==> src/rtl/multicycle_pkg.sv <==
// -----------------------------------------------------------------------------
// multicycle_pkg
// Shared definitions for the multi-cycle MIPS control FSM and its decoder:
// state encoding, opcode / funct (ALU code) constants, ALU operand-source
// encodings and the instruction-class enum latched in DECODE.
// -----------------------------------------------------------------------------
package multicycle_pkg;

    // State encoding is visible on the debug port, so values are fixed.
    typedef enum logic [2:0] {
        ST_IDLE   = 3'd0,
        ST_FETCH  = 3'd1,
        ST_DECODE = 3'd2,
        ST_EXEC   = 3'd3,
        ST_MEMRD  = 3'd4,
        ST_MEMWR  = 3'd5,
        ST_WB     = 3'd6,
        ST_HALT   = 3'd7
    } state_e;

    // Opcodes (IR[31:26])
    localparam logic [5:0] OP_RTYPE = 6'h00;
    localparam logic [5:0] OP_LW    = 6'h23;
    localparam logic [5:0] OP_SW    = 6'h2b;
    localparam logic [5:0] OP_ADDI  = 6'h08;

    // R-type funct values double as the ALU_Ctrl encoding of the existing ALU.
    localparam logic [5:0] FN_ADD = 6'h20;
    localparam logic [5:0] FN_SUB = 6'h22;
    localparam logic [5:0] FN_AND = 6'h24;
    localparam logic [5:0] FN_OR  = 6'h25;
    localparam logic [5:0] FN_XOR = 6'h26;
    localparam logic [5:0] FN_NOR = 6'h27;

    // ALU operand sources
    localparam logic       ALU_A_PC   = 1'b0;
    localparam logic       ALU_A_REG  = 1'b1;
    localparam logic [1:0] ALU_B_REG  = 2'b00;
    localparam logic [1:0] ALU_B_FOUR = 2'b01;
    localparam logic [1:0] ALU_B_IMM  = 2'b10;

    typedef enum logic [1:0] {
        CLS_LW,
        CLS_SW,
        CLS_ADDI,
        CLS_RTYPE
    } iclass_e;

    // States that hold a request on the unified memory port.
    function automatic logic is_req_state(input state_e s);
        return (s == ST_FETCH) || (s == ST_MEMRD) || (s == ST_MEMWR);
    endfunction

endpackage

==> src/rtl/mc_decode.sv <==
// -----------------------------------------------------------------------------
// mc_decode
// Purely combinational instruction classifier.
//   opcode_i   [5:0]  IR[31:26]
//   funct_i    [5:0]  IR[5:0]
//   class_o           instruction class (LW / SW / ADDI / RTYPE)
//   alu_code_o [5:0]  ALU function for the EXEC phase (funct for R-type)
//   legal_o           1 when the opcode/funct pair is supported
// -----------------------------------------------------------------------------
module mc_decode
    import multicycle_pkg::*;
(
    input  logic [5:0] opcode_i,
    input  logic [5:0] funct_i,
    output iclass_e    class_o,
    output logic [5:0] alu_code_o,
    output logic       legal_o
);

    always_comb begin
        // NOTE: every output gets a default before the case so no path
        // leaves one unassigned, which would infer a latch.
        class_o    = CLS_RTYPE;
        alu_code_o = FN_ADD;
        legal_o    = 1'b0;
        case (opcode_i)
            OP_LW: begin
                class_o = CLS_LW;
                legal_o = 1'b1;
            end
            OP_SW: begin
                class_o = CLS_SW;
                legal_o = 1'b1;
            end
            OP_ADDI: begin
                class_o = CLS_ADDI;
                legal_o = 1'b1;
            end
            OP_RTYPE: begin
                class_o    = CLS_RTYPE;
                alu_code_o = funct_i;
                legal_o    = funct_i inside {FN_ADD, FN_SUB, FN_AND, FN_OR, FN_XOR, FN_NOR};
            end
            default: ;
        endcase
    end

endmodule

==> src/rtl/multicycle_ctrl.sv <==
// -----------------------------------------------------------------------------
// multicycle_ctrl
// Multi-cycle MIPS controller: sequences one shared ALU and one unified memory
// port through FETCH / DECODE / EXEC / MEMRD / MEMWR / WB.
//   clk, rst (async, active high), run (start next instruction)
//   opcode, funct          instruction fields from IR
//   mem_ready              memory completes the current request this cycle
//   ALU_Ctrl, alu_src_a/b  ALU function and operand selects
//   iord, mem_req, mem_we  memory address source / request / write
//   ir_we, pc_we, reg_we   IR, PC and register-file write strobes
//   reg_dst, mem_to_reg    writeback destination / data source
//   halted, illegal, bus_err  sticky error status; state = debug view
// Parameters: TIMEOUT (mem_ready wait limit, 0 = none), CNT_W (counter width).
// Optional macro MULTICYCLE_CTRL_PERF_EN adds cycle_cnt / instret_cnt.
// -----------------------------------------------------------------------------
module multicycle_ctrl
    import multicycle_pkg::*;
#(
    parameter int unsigned TIMEOUT = 16
`ifdef MULTICYCLE_CTRL_PERF_EN
    ,
    parameter int unsigned CNT_W = 32
`endif
) (
    input  logic       clk,
    input  logic       rst,
    input  logic       run,
    input  logic [5:0] opcode,
    input  logic [5:0] funct,
    input  logic       mem_ready,
    output logic [5:0] ALU_Ctrl,
    output logic       alu_src_a,
    output logic [1:0] alu_src_b,
    output logic       iord,
    output logic       mem_req,
    output logic       mem_we,
    output logic       ir_we,
    output logic       pc_we,
    output logic       reg_we,
    output logic       reg_dst,
    output logic       mem_to_reg,
    output logic       halted,
    output logic       illegal,
    output logic       bus_err,
    output logic [2:0] state
`ifdef MULTICYCLE_CTRL_PERF_EN
    ,
    output logic [CNT_W-1:0] cycle_cnt,
    output logic [CNT_W-1:0] instret_cnt
`endif
);

    localparam int unsigned WAIT_W = (TIMEOUT > 1) ? $clog2(TIMEOUT) : 1;
    localparam logic [WAIT_W-1:0] WAIT_LAST = WAIT_W'((TIMEOUT == 0) ? 0 : TIMEOUT - 1);

    state_e            state_q, state_d;
    iclass_e           cls_q, cls_d;
    logic [5:0]        alu_code_q, alu_code_d;
    logic [WAIT_W-1:0] wait_q, wait_d;
    logic              illegal_q, illegal_d;
    logic              bus_err_q, bus_err_d;
    logic              complete;
    logic              timeout_hit;

    iclass_e    dec_class;
    logic [5:0] dec_alu_code;
    logic       dec_legal;

    mc_decode u_decode (
        .opcode_i   (opcode),
        .funct_i    (funct),
        .class_o    (dec_class),
        .alu_code_o (dec_alu_code),
        .legal_o    (dec_legal)
    );

    // The counter is zero on entry to every request state because every
    // path into one comes from a non-request state or a completed request.
    assign wait_d = (is_req_state(state_q) && !mem_ready) ? wait_q + 1'b1 : '0;

    // Only fires while mem_ready is low, so a late ready always wins.
    assign timeout_hit = (TIMEOUT != 0) && is_req_state(state_q) && !mem_ready
                         && (wait_q == WAIT_LAST);

    always_comb begin
        state_d    = state_q;
        cls_d      = cls_q;
        alu_code_d = alu_code_q;
        illegal_d  = illegal_q;
        bus_err_d  = bus_err_q;
        complete   = 1'b0;
        ALU_Ctrl   = FN_ADD;
        alu_src_a  = ALU_A_PC;
        alu_src_b  = ALU_B_REG;
        iord       = 1'b0;
        mem_req    = 1'b0;
        mem_we     = 1'b0;
        ir_we      = 1'b0;
        pc_we      = 1'b0;
        reg_we     = 1'b0;
        reg_dst    = 1'b0;
        mem_to_reg = 1'b0;

        case (state_q)
            ST_IDLE: begin
                if (run) state_d = ST_FETCH;
            end
            ST_FETCH: begin
                // ALU computes PC+4 while memory returns the instruction.
                mem_req   = 1'b1;
                alu_src_b = ALU_B_FOUR;
                ir_we     = mem_ready;
                pc_we     = mem_ready;
                if (mem_ready) state_d = ST_DECODE;
            end
            ST_DECODE: begin
                cls_d      = dec_class;
                alu_code_d = dec_alu_code;
                if (dec_legal) begin
                    state_d = ST_EXEC;
                end else begin
                    illegal_d = 1'b1;
                    state_d   = ST_HALT;
                end
            end
            ST_EXEC: begin
                alu_src_a = ALU_A_REG;
                if (cls_q == CLS_RTYPE) begin
                    ALU_Ctrl = alu_code_q;
                end else begin
                    alu_src_b = ALU_B_IMM;
                end
                case (cls_q)
                    CLS_LW:  state_d = ST_MEMRD;
                    CLS_SW:  state_d = ST_MEMWR;
                    default: state_d = ST_WB;
                endcase
            end
            ST_MEMRD: begin
                mem_req = 1'b1;
                iord    = 1'b1;
                if (mem_ready) state_d = ST_WB;
            end
            ST_MEMWR: begin
                mem_req  = 1'b1;
                mem_we   = 1'b1;
                iord     = 1'b1;
                complete = mem_ready;
            end
            ST_WB: begin
                reg_we     = 1'b1;
                reg_dst    = (cls_q == CLS_RTYPE);
                mem_to_reg = (cls_q == CLS_LW);
                complete   = 1'b1;
            end
            default: ;
        endcase

        // run is only consulted at an instruction boundary.
        if (complete) state_d = run ? ST_FETCH : ST_IDLE;

        if (timeout_hit) begin
            bus_err_d = 1'b1;
            state_d   = ST_HALT;
        end
    end

    always_ff @(posedge clk or posedge rst) begin
        if (rst) begin
            state_q    <= ST_IDLE;
            cls_q      <= CLS_RTYPE;
            alu_code_q <= FN_ADD;
            wait_q     <= '0;
            illegal_q  <= 1'b0;
            bus_err_q  <= 1'b0;
        end else begin
            // NOTE: non-blocking assignments so every register samples the
            // pre-edge values, independent of statement order.
            state_q    <= state_d;
            cls_q      <= cls_d;
            alu_code_q <= alu_code_d;
            wait_q     <= wait_d;
            illegal_q  <= illegal_d;
            bus_err_q  <= bus_err_d;
        end
    end

    assign illegal = illegal_q;
    assign bus_err = bus_err_q;
    assign halted  = illegal_q | bus_err_q;
    assign state   = state_q;

`ifdef MULTICYCLE_CTRL_PERF_EN
    logic [CNT_W-1:0] cycle_cnt_q, instret_cnt_q;

    always_ff @(posedge clk or posedge rst) begin
        if (rst) begin
            cycle_cnt_q   <= '0;
            instret_cnt_q <= '0;
        end else begin
            if (state_q != ST_IDLE && state_q != ST_HALT) cycle_cnt_q <= cycle_cnt_q + 1'b1;
            if (complete) instret_cnt_q <= instret_cnt_q + 1'b1;
        end
    end

    assign cycle_cnt   = cycle_cnt_q;
    assign instret_cnt = instret_cnt_q;
`endif

endmodule

==> config.mk <==
export PLATFORM = sky130hd
export DESIGN_NAME = multicycle_ctrl
export DESIGN_NICKNAME = d
export VERILOG_FILES = /design/src/rtl/multicycle_pkg.sv /design/src/rtl/mc_decode.sv /design/src/rtl/multicycle_ctrl.sv
export SDC_FILE = /design/constraint.sdc
export NUM_CORES = 1
export LEC_CHECK = 0
export ABC_AREA = 1
export ABC_CLOCK_PERIOD_IN_PS = 3100
export CAP_MARGIN = 20
export CORE_ASPECT_RATIO = 0.5
export CORE_MARGIN = 10
export CORE_UTILIZATION = 28
export CTS_CLUSTER_DIAMETER = 60
export DETAILED_ROUTE_END_ITERATION = 6
export GPL_TIMING_DRIVEN = 0
export SETUP_SLACK_MARGIN = 0.1
export SLEW_MARGIN = 30
export SYNTH_ARGS = -nofsm -noshare
export SYNTH_HDL_FRONTEND = slang
export SYNTH_SLANG_ARGS = --single-unit
==> constraint.sdc <==
create_clock -name clk -period 3.1 [get_ports clk]
set_input_delay 0.62 -clock clk [delete_from_list [all_inputs] [get_ports clk]]
set_output_delay 0.62 -clock clk [all_outputs]
set_load 0.02 [all_outputs]
# --- Word level (Yosys, flattened, before mapping) ---
# Cells that the tools add are included.
op_classes:
  n_reduce_logical: 15
  bitwise: 2
  eq_ne: 21
  n_addsub: 1
  n_mux: 26
ops:
  columns: ["op", "count"]
  rows:
  - ["equality test 6 bit (second input constant)", 8]
  - ["two-way mux 3 bit", 6]
  - ["two-way mux 6 bit", 3]
  - ["one-hot mux 3 bit (5 select lines)", 1]
  - ["inequality test 4 bit (second input constant)", 3]
  - ["equality test 3 bit (second input constant)", 3]
  - ["two-way mux 1 bit", 9]
  - ["one-hot mux 2 bit (2 select lines)", 2]
  - ["nonzero test 7 bit", 1]
  - ["equality test 3 x 2 -> 1 bit (second input constant)", 2]
  - ["equality test 6 x 4 -> 1 bit (second input constant)", 1]
  - ["logical NOT 6 bit", 1]
  - ["one-hot mux 2 bit (3 select lines)", 1]
  - ["nonzero test 6 bit", 1]
  - ["OR reduction 3 bit", 2]
  - ["adder 4 x 1 -> 4 bit (second input constant)", 1]
  - ["equality test 4 bit (second input constant)", 1]
  - ["two-way mux 4 bit", 1]
  - ["one-hot mux 1 bit (2 select lines)", 2]
  - ["AND reduction 4 bit", 1]
  - ["equality test 3 x 1 -> 1 bit (second input constant)", 1]
  - ["logical NOT 3 bit", 1]
  - ["equality test 2 x 1 -> 1 bit (second input constant)", 1]
  - ["equality test 2 bit (second input constant)", 1]
  - ["9 further kinds", 11]
totals:
  input_bits: 16
  word_cells: 71
  out_inout_bits: 23
  reg_bits: 17

# --- Logic depth before layout (Yosys ltp) ---
# Gate-level depths: netlist of run 1.
depth:
  word_depth: 7
  depth_mapped: 10
  ltp_nobuf: 9

# --- Cells and area by module ---
# From an unflattened synthesis of run 1, not the netlist that was laid out.
unflattened:
  cells_unflattened: 173
  hier_area_um2: 1159.9
by_module_without_submodules:
  columns: ["module", "cells_each", "n_inst", "area_each_um2", "seq_area_each_um2"]
  rows:
  - ["multicycle_ctrl", 137, 1, 989.7, 429.2]
  - ["mc_decode", 36, 1, 170.2, 0.0]

# --- Worst setup path before layout of run 1 ---
# Ideal clock, no wire load.
synth_path:
  path_kind: "reg-to-output"
  startpoint: "register state_q[1] (netlist: state[1])"
  endpoint: "output pc_we"
  t_arrival_ns: 1.318
  path_buffers: 2
  path_stages_with_launch: 6
  t_required_ns: 2.480
  setup_slack_ns: 1.162
  cell_sequence: "dfrtp_1 > buf_6 > inv_4 > nand3_2 > nor2_1 > buf_4"
synth_via:
  elab_chain_cells: 2
synth_lines:
  columns: ["element", "line_no", "text"]
  rows:
  - ["from (decl)", "multicycle_ctrl.sv:56", "state_e state_q, state_d;"]
  - ["from (signal assigned)", "multicycle_ctrl.sv:179", "state_q <= state_d;"]
  - ["equality test 3 x 1 -> 1 bit", null, null]
  - ["two-way mux 1 bit", null, null]
  - ["to (decl)", "multicycle_ctrl.sv:38", "output logic pc_we,"]
# Every way passes these cells.

# --- Final worst setup path of run 1 ---
layout_path:
  startpoint: "input mem_ready"
  endpoint: "output pc_we"
layout_via:
  elab_chain_cells: 1
layout_lines:
  columns: ["element", "line_no", "text"]
  rows:
  - ["from (decl)", "multicycle_ctrl.sv:30", "input logic mem_ready,"]
  - ["two-way mux 1 bit", "multicycle_ctrl.sv:104", "case (state_q)"]
# Every way passes these cells.

==> impl_metrics.json, run 1 <==
{
  "status": "finished, final reports clean",
  "area_delta_synth_final_pct": 44.6,
  "cts_root_buffer": "clkbuf_8",
  "drc_errors": 0,
  "synth.distinct_cells": 27,
  "rsz0062_at_grt": "false",
  "synth_top_area_share_pct": 31.7,
  "cts_buffers": 3,
  "synth_seq_area_share_pct": 38.8,
  "die-area_sq_um": 7010,
  "die-height_um": 64.4,
  "synth_area_sq_um": 1100,
  "htree_levels": 1,
  "finalNetCount": 210,
  "p_leak_nw": 0.763,
  "clock_skew_ns": 0.000757,
  "final_layout_size_suffix_gt1_share_pct": 13.5,
  "postCtsHoldBufs": 0,
  "avgSynthCellArea_sq_um": 7.37,
  "antenna_found_initial": 0,
  "gr-total-overflow": 0,
  "synth_top_area_cell": "dfrtp_1",
  "slew_headroom_pct": 58.2,
  "gp_congestion": 0.763,
  "crit_arrival_ns": 2.05,
  "period_minus_slack_ns": 2.67,
  "die_w_um": 109,
  "cp-start-kind": "input pin",
  "diodes": 0,
  "hold_class": "reg -> reg",
  "grt_pass1_wl_um": 4600,
  "ios": 39,
  "dpl.hpwl_um": 2260,
  "final_common_cell": "nand2_1",
  "cts_sinks": 17,
  "cts-resized-gates": 0,
  "cellPowerDensity_nw_per_um2": 735,
  "vias": 1030,
  "max_freq_mhz": 375,
  "synth_area_leaders": "dfrtp_1, nand2_1, inv_1",
  "io_buffers": 38,
  "syn-num-nets": 167,
  "finalHoldViolations": 0,
  "clockBufferDepth": 2,
  "cts_tree": "built",
  "rr_startpoint": "state[0]",
  "fin_setup_tns_ns": 0,
  "ir_drop_uv": 197,
  "antenna_left": 0,
  "power_mw": 1.17,
  "syn_inst": 150,
  "rows": 16,
  "slew_viol_final": 0,
  "grt_pass1_vias": 1015,
  "vias_per_cell": 4.19,
  "crit_required_ns": 2.48,
  "cts_setup_buffers": 0,
  "finalSetupViolations": 0,
  "maxCapViolations": 0,
  "drtIter0Drc": 15,
  "path_clk_slew_ns": 0.06,
  "critical_path_class": "in -> out",
  "avgRoutedWirePerCell_um": 10.8,
  "yosysWarnings": 0,
  "pre_cts_ws_ns": 0.436,
  "drtPass1Iterations": 4,
  "critPathMaxFanout": 5,
  "endpoint_kind": "primary output",
  "clock_latency_ns": 0.25,
  "yosys_register_bits": 17,
  "grt_util_all_layers_pct": 7.77,
  "tightest_slew_ns": 0.626,
  "finish.utilization_pct": 41.6,
  "hold_path_startpoint": "wait_q[0]",
  "wl_um": 2670,
  "grt_max_degree": 18,
  "worst_slack_ns": 0.433,
  "start_util_pct": 28.7,
  "design.core.area_sq_um": 3840,
  "critical_path.startpoint": "mem_ready",
  "min_period_over_period_pct": 86.0,
  "layout_common_cells": "nand2_1, clkdlybuf4s50_1, inv_1"
}
layer usage:
layer / vias to the layer above / wire length, um / global-route usage (%)
met2: 16 / 1360 / 13.4
met3: 2 / 75 / 2.07
met1: 465 / 1210 / 9.44
li1: 547 / - / -
met4: 0 / 19 / 1.96
met5: - / 0 / 0
power by group:
part	total [mW]	switching [mW]	internal [mW]
sequential	0.326	0.0351	0.291
clock	0.160	0.0689	0.0910
combinational	0.687	0.403	0.284
worst paths after layout:
path                             endpoint  slack, ns  depth (start not counted)
max in group asynchronous        state[1]       1.95                          2
worst max register to register   state[1]       1.82                          9
worst max-delay path                pc_we       0.43                          5
min in group asynchronous         illegal       0.75                          2
worst min-delay path            wait_q[0]       0.47                          1
worst min register to register  wait_q[0]       0.47                          1
logic make-up (layout without fill, tap and decap cells):
group           count (synthesis)  in the layout  share of synthesized area, %
compound gates                 10             10                          7.02
flops                          17             17                          38.8
xor+xnor                        1              1                         0.793
fa+ha+maj                       1              1                          1.13
simple gates                   88             88                          36.8
buf+inv                        33             75                          15.4
area by class of cell:
class                      instances  area [sq um]
fill                             405          2250
multi-input combinational        100           505
sequential                        17           429
timing repair buffer              38           380
inverter                          28           118
tap                               54          67.6
buffer                             5          52.6
clock buffer                       4          45.0
per-stage QoR:
stage,hold slack [ns],area (sq um),std cells
CTS,0.469,1600,246
global route,0.489,1600,246
finish,0.466,1600,246
global placement,0.450,1550,242
detailed placement,0.460,1550,242
floorplan,0.433,1100,150
sequential cells by signal, summed over array words and instances, names as in the netlist:
register	flops
alu_code_q	6
wait_q	4
state	3
cls_q	2
bus_err	1
illegal	1
critical path, stage by stage:
cell,delay (ns)
clkdlybuf4s50_1,0.45
inv_1,0.09
nor2_1,0.17
buf_4,0.13
clkdlybuf4s50_1,0.59
synth_stat cells (all sizes together):
cell type  instances
nand2             42
inv               28
nor2              22
nand3             17
dfrtp             14
o21ai              6
buf                5
nor3               4
dfstp              3
nand4              2
o31ai              2
a21oi              1
ha                 1
nand3b             1
o211ai             1
xor2               1
(Power assumes the default switching activity.)
==> run 2, diff against run 1 <==
--- a/config.mk
+++ b/config.mk
@@ -11,7 +11,8 @@
 export CORE_ASPECT_RATIO = 0.5
 export CORE_MARGIN = 10
 export CORE_UTILIZATION = 28
-export CTS_CLUSTER_DIAMETER = 60
+export CTS_BUF_LIST = sky130_fd_sc_hd__clkbuf_16
+export CTS_CLUSTER_DIAMETER = 40
 export DETAILED_ROUTE_END_ITERATION = 6
 export GPL_TIMING_DRIVEN = 0
 export SETUP_SLACK_MARGIN = 0.1
==> run 2 against run 1 <==
Register-to-register slack hardly changed. First-iteration DRC count shrank 13%. Count of clock-buffer cells in the layout decreased by 1. Final cell count unchanged. Clock skew is 0.00074 ns higher. Clock power up 54%. Total power rose by 7.6%. Hold slack got worse by 0.0019 ns. Via count shrank 0.19%. Global-route usage about the same. Setup slack lost 0.0030 ns. Routed wire length is 1.8% higher. Critical endpoint unchanged. Largest cell class unchanged. Highest routed layer unchanged.
==> impl_metrics.json, run 2 (same netlist as run 1, synthesis figures left out) <==
{
  "gr-total-overflow": 0,
  "ir_drop_uv": 244,
  "cts_buffers": 3,
  "diodes": 0,
  "cts-resized-gates": 0,
  "grt_pass1_wl_um": 4640,
  "multiInputGateArea_sq_um": 505,
  "design.core.area_sq_um": 3840,
  "reg2reg_depth": 9,
  "crit_chain": "clkdlybuf4s50_1, inv_1, nor2_1, buf_4, clkdlybuf4s50_1",
  "top_register": "alu_code_q",
  "die-area_sq_um": 7010,
  "max_freq_mhz": 375,
  "cts_setup_buffers": 0,
  "pre_cts_ws_ns": 0.436,
  "tightest_slew_ns": 0.626,
  "regArea_sq_um": 429,
  "cts_sinks": 17,
  "die_w_um": 109,
  "grt_max_degree": 18,
  "clockBufferDepth": 2,
  "clock_skew_ns": 0.00149,
  "cts_root_buffer": "clkbuf_16",
  "layout_common_cells": "nand2_1, clkdlybuf4s50_1, inv_1",
  "ios": 39,
  "finish.utilization_pct": 42.4,
  "antenna_found_initial": 0,
  "critical_path_class": "in -> out",
  "cellPowerDensity_nw_per_um2": 774,
  "gp_congestion": 0.763,
  "critPathMaxFanout": 5,
  "postCtsHoldBufs": 0,
  "cp-start-kind": "input pin",
  "largest_reg_flops": 6,
  "drc_errors": 0,
  "crit_required_ns": 2.48,
  "final_common_cell": "nand2_1",
  "hold_class": "reg -> reg",
  "max_stage_delay_ns": 0.59,
  "worst_slack_ns": 0.430,
  "cpMostUsedCell": "clkdlybuf4s50_1",
  "slowest_stage": "clkdlybuf4s50_1",
  "finalHoldViolations": 0,
  "cts_tree": "built",
  "rsz0062_at_grt": "false",
  "die-height_um": 64.4,
  "endpoint_kind": "primary output",
  "area_delta_synth_final_pct": 47.7,
  "p_leak_nw": 0.783,
  "drtPass1Iterations": 4,
  "rows": 16,
  "final_layout_size_suffix_gt1_share_pct": 13.5,
  "htree_levels": 1,
  "maxCapViolations": 0,
  "period_minus_slack_ns": 2.67,
  "fin_setup_tns_ns": 0,
  "vias_per_cell": 4.18,
  "path_clk_slew_ns": 0.05,
  "drtIter0Drc": 13,
  "min_period_over_period_pct": 86.1,
  "dpl.hpwl_um": 2260,
  "wl_um": 2710,
  "start_util_pct": 28.7,
  "finalSetupViolations": 0,
  "avgRoutedWirePerCell_um": 11.0,
  "slew_headroom_pct": 58.2,
  "hold_ws_ns": 0.464,
  "status": "finished, final reports clean",
  "vias": 1028,
  "crit_arrival_ns": 2.05,
  "slew_viol_final": 0,
  "finalNetCount": 210,
  "grt_pass1_vias": 1019,
  "clock_latency_ns": 0.24,
  "antenna_left": 0,
  "io_buffers": 38,
  "grt_util_all_layers_pct": 7.82,
  "n_fill_cell": 403,
  "holdPathStages": 1
}
## run 2: through the flow
step                      cells  total power [mW]  cell area [sq um]
final                       246              1.26               1630
after detailed placement    242              1.02               1550
after global routing        246              1.36               1630
after global placement      242              1.02               1550
after floorplan             150             0.801               1100
after CTS                   246              1.28               1630
## run 2: area by class of cell
type | count | share of cell area [%]
multi-input cells | 100 | 31.0
flip-flops and latches | 17 | 26.3
repair buffers | 38 | 23.3
inverters | 28 | 7.21
clock buffers | 3 | 4.60
well taps | 54 | 4.14
plain buffers | 5 | 3.22
clock inverters | 1 | 0.230
## run 2: layer usage
layer  wire length (um)  part of all wire [%]  GRT usage (%)  vias to the layer above
li1                   -                     -              -                      545
met1               1230                    45           9.44                      464
met2               1400                    51           13.8                       17
met3                 71                   2.6           1.78                        2
met4                 19                  0.70           1.96                        0
met5                  0                     0              0                        -
## run 2: power by group
group | switching (mW) | leakage (nW) | internal [mW]
clock network | 0.0765 | 0.0423 | 0.171
logic | 0.404 | 0.529 | 0.284
registers | 0.0356 | 0.211 | 0.292
## run 2: path summary, 6_finish.rpt
| kind | from | to | slack, ns |
|---|---|---|---|
| setup / recovery | mem_ready | pc_we | 0.43 |
| min in group asynchronous | rst | illegal | 0.76 |
| max in group asynchronous | rst | wait_q[2] | 1.94 |
| hold reg to reg | wait_q[0] | wait_q[0] | 0.46 |
| hold / removal | wait_q[0] | wait_q[0] | 0.46 |
| setup reg to reg | state[0] | state[0] | 1.83 |
## run 2: critical path, delay by kind of cell
kind / cells / cell delay, ns
buffers and inverters: 4 / 1.26
AND/OR/NAND/NOR: 1 / 0.17
==> run 3, diff against run 2 <==
--- a/config.mk
+++ b/config.mk
@@ -11,10 +11,11 @@
 export CORE_ASPECT_RATIO = 0.5
 export CORE_MARGIN = 10
 export CORE_UTILIZATION = 28
-export CTS_BUF_LIST = sky130_fd_sc_hd__clkbuf_16
+export CTS_BUF_LIST = sky130_fd_sc_hd__clkbuf_4
 export CTS_CLUSTER_DIAMETER = 40
 export DETAILED_ROUTE_END_ITERATION = 6
 export GPL_TIMING_DRIVEN = 0
+export MAX_ROUTING_LAYER = met4
 export SETUP_SLACK_MARGIN = 0.1
 export SLEW_MARGIN = 30
 export SYNTH_ARGS = -nofsm -noshare
==> run 3 against run 2 <==
First-iteration DRC count unchanged. Design area fell by 3.0%. Highest routed layer unchanged. Critical path type unchanged. Setup slack improved by 0.00054 ns. Non-clock buffer count did not move. Die area unchanged. Clock power decreased by 49%. Combinational power is essentially flat. Clock skew is 0.0015 ns higher. Critical endpoint unchanged. Routed wire length is 0.74% lower.
==> impl_metrics.json, run 3 (same netlist as run 1, synthesis figures left out) <==
{
  "maxCapViolations": 0,
  "area_delta_synth_final_pct": 43.3,
  "regToRegSetupSlack_ns": 1.82,
  "ios": 39,
  "ir_drop_uv": 197,
  "drtIter0Drc": 13,
  "gr-total-overflow": 0,
  "reg2reg_depth": 9,
  "final_common_cell": "nand2_1",
  "slew_viol_final": 0,
  "hold_ws_ns": 0.470,
  "rr_startpoint": "state[0]",
  "cts_sinks": 17,
  "crit_family": "buffers and inverters",
  "design.core.area_sq_um": 3840,
  "finalHoldViolations": 0,
  "drtPass1Iterations": 4,
  "die_w_um": 109,
  "cts_setup_buffers": 0,
  "slowest_stage": "clkdlybuf4s50_1",
  "rsz0062_at_grt": "false",
  "crit_arrival_ns": 2.05,
  "endpoint_kind": "primary output",
  "clock_latency_ns": 0.29,
  "dpl.hpwl_um": 2260,
  "grtUsageMet1_pct": 9.55,
  "reg2reg_to": "state[0]",
  "grt_pass1_wl_um": 4620,
  "gp_congestion": 0.773,
  "period_minus_slack_ns": 2.67,
  "rows": 16,
  "status": "finished, final reports clean",
  "critical_path_class": "in -> out",
  "cts_root_buffer": "clkbuf_4",
  "largest_reg_flops": 6,
  "max_freq_mhz": 375,
  "vias": 1034,
  "crit_buf_inv": 4,
  "cts_tree": "built",
  "start_util_pct": 28.7,
  "finalNetCount": 210,
  "max_stage_delay_ns": 0.59,
  "critical_path.startpoint": "mem_ready",
  "crit_end": "pc_we",
  "clock_skew_ns": 0.00300,
  "grt_pass1_vias": 1013,
  "vias_per_cell": 4.20,
  "power_mw": 1.14,
  "cts-resized-gates": 0,
  "io_buffers": 38,
  "final_layout_size_suffix_gt1_share_pct": 14.1,
  "crit_cells": 5,
  "wl_um": 2690,
  "grt.busiest_layer": "met2",
  "htree_levels": 1,
  "finalSetupViolations": 0,
  "path_clk_slew_ns": 0.09,
  "antenna_found_initial": 0,
  "diodes": 0,
  "multiInputGateArea_sq_um": 505,
  "avgRoutedWirePerCell_um": 10.9,
  "crit_chain": "clkdlybuf4s50_1, inv_1, nor2_1, buf_4, clkdlybuf4s50_1",
  "die-area_sq_um": 7010,
  "layout_common_cells": "nand2_1, clkdlybuf4s50_1, inv_1",
  "cts_buffers": 3,
  "regArea_sq_um": 429,
  "met3_usage_pct": 1.78,
  "drc_errors": 0,
  "slew_headroom_pct": 58.0,
  "cellPowerDensity_nw_per_um2": 719,
  "cp-start-kind": "input pin",
  "critPathMaxFanout": 5,
  "antenna_left": 0,
  "hold_class": "reg -> reg",
  "die-height_um": 64.4,
  "fin_setup_tns_ns": 0,
  "crit_required_ns": 2.48,
  "postCtsHoldBufs": 0,
  "grt_max_degree": 18,
  "grt_util_met2_pct": 13.5,
  "clockBufferDepth": 2,
  "n_fill_cell": 413,
  "cpMostUsedCell": "clkdlybuf4s50_1",
  "tightest_slew_ns": 0.629,
  "min_period_over_period_pct": 86.1,
  "top_register": "alu_code_q",
  "finish.utilization_pct": 41.2,
  "grt_util_all_layers_pct": 8.09,
  "p_leak_nw": 0.759
}
==> run 3: cell types whose count changed in the layout (fill, tap and decap cells not counted), sizes merged <==
cell,change
clkbuf,+1
inv,-1
==> run 3: worst min path at each step <==
stage | startpoint | end | slack [ns] | cells past startpoint
final | wait_q[0] | wait_q[0] | 0.47 | 1
after global routing | wait_q[0] | wait_q[0] | 0.49 | 1
after CTS | wait_q[0] | wait_q[0] | 0.47 | 1
after detailed placement | wait_q[0] | wait_q[0] | 0.46 | 1
after global placement | wait_q[0] | wait_q[0] | 0.45 | 1
after floorplan | wait_q[0] | wait_q[0] | 0.43 | 1
==> run 3: cell type report <==
type / count / area share, %
Clock buffer: 4 / 1.90
Timing Repair Buffer: 38 / 24.0
Tap cell: 54 / 4.27
Multi-Input combinational cell: 100 / 31.9
Inverter: 28 / 7.43
Buffer: 5 / 3.32
Sequential cell: 17 / 27.1
==> run 3: through the flow <==
step	instance area, sq um	worst slack (ns)	instances
2_1_floorplan	1100	1.16	150
3_3_place_gp	1550	0.444	242
3_5_place_dp	1550	0.436	242
4_1_cts	1580	0.435	246
5_1_grt	1580	0.355	246
6_report	1580	0.431	246
==> run 3: report_power, final <==
group          switching [mW]  internal, mW  total, mW
clock                  0.0665        0.0589      0.125
sequential             0.0348         0.291      0.326
combinational           0.403         0.284      0.687
total                   0.504         0.634       1.14
==> run 3: per-layer routing <==
layer,share of wire (%),vias to the layer above,wire (um)
met5,0,-,0
met4,1.3,0,36
met3,1.7,4,46
met2,50,14,1360
met1,46,467,1250
li1,-,549,-
